==> config.mk <==
export PLATFORM = sky130hd
export DESIGN_NAME = digi_logic_sweeper
export DESIGN_NICKNAME = d
export VERILOG_FILES = /design/src/rtl/digi_logic_sweeper.sv
export SDC_FILE = /design/constraint.sdc
export NUM_CORES = 1
export LEC_CHECK = 0
export CAP_MARGIN = 20
export CORE_UTILIZATION = 30
export CTS_CLUSTER_SIZE = 10
export DETAILED_ROUTE_END_ITERATION = 16
export PLACE_DENSITY = 0.65
export SYNTH_ARGS = -nofsm -noshare
export SYNTH_HDL_FRONTEND = slang
export SYNTH_SLANG_ARGS = --single-unit
==> constraint.sdc <==
create_clock -name clk -period 2.7 [get_ports clk]
set_clock_uncertainty 0.2 [all_clocks]
set_input_delay 0.54 -clock clk [delete_from_list [all_inputs] [get_ports clk]]
set_output_delay 0.54 -clock clk [all_outputs]
set_load 0.01 [all_outputs]
==> src/rtl/digi_logic_sweeper.sv <==
// Exhaustive 16-vector stimulus driver and response checker for 4-input combinational blocks.
// Define DIGI_SWEEP_MISR_EN to build the 16-bit response MISR behind o_signature.
module digi_logic_sweeper #(
   parameter int unsigned NUM_OUTS      = 2,
   parameter int unsigned SETTLE_CYCLES = 1
) (
   input  logic                      clk,
   input  logic                      rst_n,
   input  logic                      i_start,
   input  logic                      i_abort,
   input  logic [NUM_OUTS*16-1:0]    i_golden,
   input  logic [NUM_OUTS-1:0]       i_resp,
   output logic [3:0]                o_stim,
   output logic                      o_busy,
   output logic                      o_done,
   output logic                      o_pass,
   output logic [3:0]                o_first_fail,
   output logic [NUM_OUTS*16-1:0]    o_resp_map,
   output logic [15:0]               o_signature
);

   localparam int unsigned CntW = (SETTLE_CYCLES > 1) ? $clog2(SETTLE_CYCLES) : 1;
   localparam logic [CntW-1:0] CntLast = CntW'(SETTLE_CYCLES - 1);

   typedef enum logic [1:0] {StIdle, StSettle, StSample, StDone} state_e;

   state_e                        r_state;
   state_e                        w_state_d;
   logic [3:0]                    r_stim;
   logic [3:0]                    w_stim_d;
   logic [CntW-1:0]               r_cnt;
   logic [CntW-1:0]               w_cnt_d;
   logic [NUM_OUTS-1:0][15:0]     r_map;
   logic [NUM_OUTS-1:0][15:0]     w_map_d;
   logic                          r_busy;
   logic                          w_busy_d;
   logic                          r_done;
   logic                          w_done_d;
   logic                          r_pass;
   logic                          w_pass_d;
   logic [3:0]                    r_first_fail;
   logic [3:0]                    w_first_fail_d;
   logic                          r_mismatch;
   logic                          w_mismatch_d;

   logic [NUM_OUTS-1:0][15:0]     w_golden;
   logic [NUM_OUTS-1:0]           w_gold_vec;
   logic                          w_vec_miss;
   logic                          w_start;
   logic                          w_abort;
   logic                          w_sample;

   assign w_golden = i_golden;
   // abort outranks everything once a sweep is under way; in IDLE it also masks start
   assign w_start  = (r_state == StIdle) && i_start && !i_abort;
   assign w_abort  = (r_state != StIdle) && i_abort;
   assign w_sample = (r_state == StSample) && !i_abort;

   always_comb begin
      w_gold_vec = '0;
      for (int k = 0; k < NUM_OUTS; k++) begin
         w_gold_vec[k] = w_golden[k][r_stim];
      end
   end

   assign w_vec_miss = |(w_gold_vec ^ i_resp);

   // State register
   always_ff @(posedge clk or negedge rst_n) begin
      if (!rst_n) begin
         r_state <= StIdle;
      end else begin
         r_state <= w_state_d;
      end
   end

   // Next-state logic
   always_comb begin
      w_state_d = r_state;
      if (w_abort) begin
         w_state_d = StIdle;
      end else begin
         case (r_state)
            StIdle: begin
               if (w_start) begin
                  w_state_d = StSettle;
               end
            end
            StSettle: begin
               if (r_cnt == CntLast) begin
                  w_state_d = StSample;
               end
            end
            StSample: begin
               w_state_d = (r_stim == 4'hF) ? StDone : StSettle;
            end
            StDone: begin
               w_state_d = StIdle;
            end
            default: begin
               w_state_d = StIdle;
            end
         endcase
      end
   end

   // Output and datapath next values
   always_comb begin
      w_stim_d       = r_stim;
      w_cnt_d        = r_cnt;
      w_map_d        = r_map;
      w_busy_d       = r_busy;
      w_done_d       = 1'b0;
      w_pass_d       = r_pass;
      w_first_fail_d = r_first_fail;
      w_mismatch_d   = r_mismatch;
      if (w_start) begin
         w_stim_d       = 4'h0;
         w_cnt_d        = '0;
         w_map_d        = '0;
         w_busy_d       = 1'b1;
         w_pass_d       = 1'b0;
         w_first_fail_d = 4'h0;
         w_mismatch_d   = 1'b0;
      end else if (w_abort) begin
         w_busy_d = 1'b0;
         w_pass_d = 1'b0;
      end else if (w_sample) begin
         for (int k = 0; k < NUM_OUTS; k++) begin
            w_map_d[k][r_stim] = i_resp[k];
         end
         if (w_vec_miss && !r_mismatch) begin
            w_first_fail_d = r_stim;
            w_mismatch_d   = 1'b1;
         end
         if (r_stim == 4'hF) begin
            w_busy_d = 1'b0;
            w_done_d = 1'b1;
            w_pass_d = !(r_mismatch || w_vec_miss);
         end else begin
            w_stim_d = r_stim + 4'h1;
            w_cnt_d  = '0;
         end
      end else if ((r_state == StSettle) && (r_cnt != CntLast)) begin
         w_cnt_d = r_cnt + 1'b1;
      end
   end

   always_ff @(posedge clk or negedge rst_n) begin
      if (!rst_n) begin
         r_stim       <= 4'h0;
         r_cnt        <= '0;
         r_map        <= '0;
         r_busy       <= 1'b0;
         r_done       <= 1'b0;
         r_pass       <= 1'b0;
         r_first_fail <= 4'h0;
         r_mismatch   <= 1'b0;
      end else begin
         r_stim       <= w_stim_d;
         r_cnt        <= w_cnt_d;
         r_map        <= w_map_d;
         r_busy       <= w_busy_d;
         r_done       <= w_done_d;
         r_pass       <= w_pass_d;
         r_first_fail <= w_first_fail_d;
         r_mismatch   <= w_mismatch_d;
      end
   end

`ifdef DIGI_SWEEP_MISR_EN
   logic [15:0] r_sig;
   logic [15:0] w_sig_d;
   logic        w_fb;

   assign w_fb = r_sig[15] ^ r_sig[13] ^ r_sig[12] ^ r_sig[10];

   always_comb begin
      w_sig_d = r_sig;
      if (w_start) begin
         w_sig_d = 16'hFFFF;
      end else if (w_sample) begin
         w_sig_d = {r_sig[14:0], w_fb} ^ 16'(i_resp);
      end
   end

   always_ff @(posedge clk or negedge rst_n) begin
      if (!rst_n) begin
         r_sig <= 16'hFFFF;
      end else begin
         r_sig <= w_sig_d;
      end
   end

   assign o_signature = r_sig;
`else
   assign o_signature = 16'h0000;
`endif

   assign o_stim       = r_stim;
   assign o_busy       = r_busy;
   assign o_done       = r_done;
   assign o_pass       = r_pass;
   assign o_first_fail = r_first_fail;
   assign o_resp_map   = r_map;

endmodule

==> results.md <==
- Drt wl/cell: 14.21 µm
- Leakage power figure: about 1.5 nW
- Count of cell types in the netlist: between 40 and 50
- Initial Utilization: 30.94%
- Design area: around 3600 µm²
- Fin crit share: 93.52%
- CTS root buffer: clkbuf_8
- Logic pwr share: 21.9%
- Max-slew violations: 0
- Most used flip-flop cell after synthesis: dfrtp_1
- Arr. time, crit path: 2.52 ns
- Max Freq: 396.0 MHz
- First-pass GRT wire length: roughly 10000 µm
- Setup TNS: 0 ns
- Routed vias: 2146
- Post-synthesis compound-gate area fraction: 12.60%
- Core Region: 8217 µm²
- Residual DRC: 0
- CP Capture Type: register
- CTS sink cnt: 47
- Slowest cell on the critical path: mux4_2
- Initial antenna violation count: 0
- Die Footprint: 8847 µm²
- Number of synthesized flops with an enable pin: 0
- Area delta synth->final: 40.70%
- Worst-Skew Late Latency: around 0.30 ns
- Fillers: approximately 800
- CTS tree: done
- Post-synth top area cell: dfrtp_1
- Final setup violation count: 0
- FFs w/ async S/R, synth: 100.0%
- Mapped Cells: 262
- Global Route Usage Sum: 14.69%
- Number of global-route vias before repair: 2064
- DP Area: 3445 µm²
- Layout cells sized above 1: 9.510%
- Number of max-cap violations: 0
- Final Wtd Congestion: 0.7580
- WL final: 6425 µm
- CP cell instances: buf_12, mux4_2, nor2b_4, a21oi_2, xnor2_1, o221ai_4, and2_4, a32o_2
- Synth Area in Adders: 1.969%
- Top-area cell type share of the netlist area: ~46%
- Status: finished clean
- Largest net degree at the start of global routing: 37
- Setup WS post-layout: 0.1748 ns
- CP Launch Type: register
- Syn_area_per_cell: 9.704 µm²
- Synth Area in Simple Gates: 18.50%
- Sw Ratio: about a quarter
- Clk pwr share: 34.9%
- Crit Path Category: reg2reg
- Fin util: 43.54%
- Non-filler cells, final: around 450
- Final Hold Fails: 0
- Ports: 97
- Placed Instances: 444
- Max_slew headroom: 45.90%
- TritonCTS Buffers: 5
- Cell-internal power: 1.299 mW
- Remaining global-route overflow: 0
- Diode count: 0
- 1st-pass router iterations: 4
- PostCTS Resize Cnt: 0
- Post-CTS setup buffers: 0
- Seq/Total Area, Yosys: 46.26%
- Final min period: 2.525 ns
- Main combinational cell family by area after synthesis: simple AND/OR/NAND/NOR gates
- Hold/Removal Path Class: in2async
- Core Rows: 33
- Final net count: 388
- Mux cell area share after synthesis: 11.02%
- Pwr Total: 1.744 mW
- Antenna Violating Nets Remaining: 0
- # port buffers: 80
- Post-CTS Hold Buffers: 0
- Reg power frac: 43.2%
- Area contributors post-synth: dfrtp_1 46%, mux2i_1 7.5%, buf_4 4.7%
- Worst Tran Pin Value: 0.8114 ns
- Final HPWL DP: 4831 µm
- Delay-heaviest family, CP: compound AO/OA/AOI/OAI gates
- Die width: about 94 µm
- Slowest stage delay, CP: 0.51 ns
- #FFs+latches synth: 47
- Place WS: -0.05645 ns
- Hold WS: 0.1239 ns
- Starting DRT DRC Count: 100
- Post-synthesis xor/xnor area fraction: 1.033%
- Mapped Area: 2542 µm²
- Pwr dens: 487.4 nW/µm²
- CTS Buffer Depth: 2
- Net Sw Power: ~0.44 mW
- Chip height: 94.06 µm
- Worst path required time: 2.70 ns
- H-tree depth: 2
- Clk slew on worst S/H paths: 0.09 ns
- Max FO, Critical Path: 15
- Drt via density: around 4.7
- Max VDD drop: 0.1883 mV
- RSZ-0062 raised after global routing: false
- YS warnings: 0
- WP buf/inv: 1
[worst reg2reg max path, stage by stage, from the launching register on]
cell and delay, ns:
dfrtp_1 0.49, buf_12 0.20, mux4_2 0.51, nor2b_4 0.14, a21oi_2 0.12, xnor2_1 0.18, o221ai_4 0.15, and2_4 0.18
a32o_2 0.25
[state kept, by name (all words and copies together) (netlist names)]
| signal | flops |
|---|---|
| o_resp_map | 32 |
| o_first_fail | 4 |
| o_stim | 4 |
| r_state | 2 |
| o_busy | 1 |
| o_done | 1 |
| o_pass | 1 |
| r_cnt | 1 |
| r_mismatch | 1 |
[cell usage in the layout (no fill, tap or decap), drive strengths merged]
cell	count
nor3	2
a211oi	2
a21boi	1
nor3b	3
a22o	3
nor2	24
a32o	1
nand2b	2
nand4b	1
ha	4
conb	16
mux4	4
and3	1
a22oi	4
xnor2	3
buf	14
nand4	2
and2	3
a31oi	1
o21ai	24
dfrtp	47
a21o	1
nor2b	7
a21oi	8
nand3	23
clkbuf	6
inv	5
o211a	1
nand2	32
o221ai	1
o31ai	1
mux2i	19
clkdlybuf4s50	79
bufinv	2
[cell usage after synthesis (2+ instances only)]
master and n:
nor3_1 2, dfrtp_1 47, clkbuf_1 12, and2_1 2
nand2_1 32, nand2b_1 2, buf_4 16, inv_1 5
nand3_1 23, a22oi_1 4, nor3b_1 3, a22o_1 3
a21oi_1 7, o21ai_0 21, ha_1 4, nor2b_1 6
xnor2_1 3, o21ai_1 2, mux4_2 4, mux2i_1 19
nand4_1 2, nor2_1 24
[layer usage]
layer	global-route usage, %	share of wire, %	routed length [µm]
met5	0	0	0
met4	3.462	0.72	46
met3	3.479	7.5	483
met2	24.88	46	2987
met1	18.86	45	2907
[power groups by stage]
stage	sequential, mW	clock, mW	combinational, mW
after floorplan	0.764	0	0.244
after global placement	0.767	0	0.380
after detailed placement	0.767	0	0.388
after CTS	0.753	0.620	0.389
after global routing	0.757	0.647	0.420
final	0.754	0.608	0.382
[area by class of cell]
class / instances / area, µm² / area share, %
clock buffers: 6 / 72.57 / 2.029
clock inverters: 2 / 60.06 / 1.679
inverters: 5 / 18.77 / 0.5247
multi-input cells: 194 / 1212 / 33.89
flip-flops and latches: 47 / 1176 / 32.88
well taps: 105 / 131.4 / 3.673
repair buffers: 93 / 905.9 / 25.32
[cell families after synthesis]
logic type               Yosys count
other                              1
AND/OR/NAND/NOR                  100
buffers and inverters             36
adder cells (fa/ha/maj)            4
XOR/XNOR                           3
multiplexers                      23
AO/OA/AOI/OAI                     48
flip-flops                        47
[final timing paths]
| kind | start | endpoint | slack [ns] | cells after the start |
|---|---|---|---|---|
| max | o_stim[0]$_DFFE_PN0P_ | o_first_fail[3]$_DFFE_PN0P_ | 0.17 | 8 |
| min in group clk | o_resp_map[16]$_DFFE_PN0P_ | o_resp_map[16]$_DFFE_PN0P_ | 0.30 | 2 |
| min | rst_n | o_resp_map[7]$_DFFE_PN0P_ | 0.12 | 1 |
| min reg2reg | o_resp_map[16]$_DFFE_PN0P_ | o_resp_map[16]$_DFFE_PN0P_ | 0.30 | 2 |
| max reg2reg | o_stim[0]$_DFFE_PN0P_ | o_first_fail[3]$_DFFE_PN0P_ | 0.17 | 8 |
| max in group asynchronous | rst_n | o_busy$_DFFE_PN0P_ | 1.55 | 2 |
No activity file was read; power rests on OpenSTA's default activity.
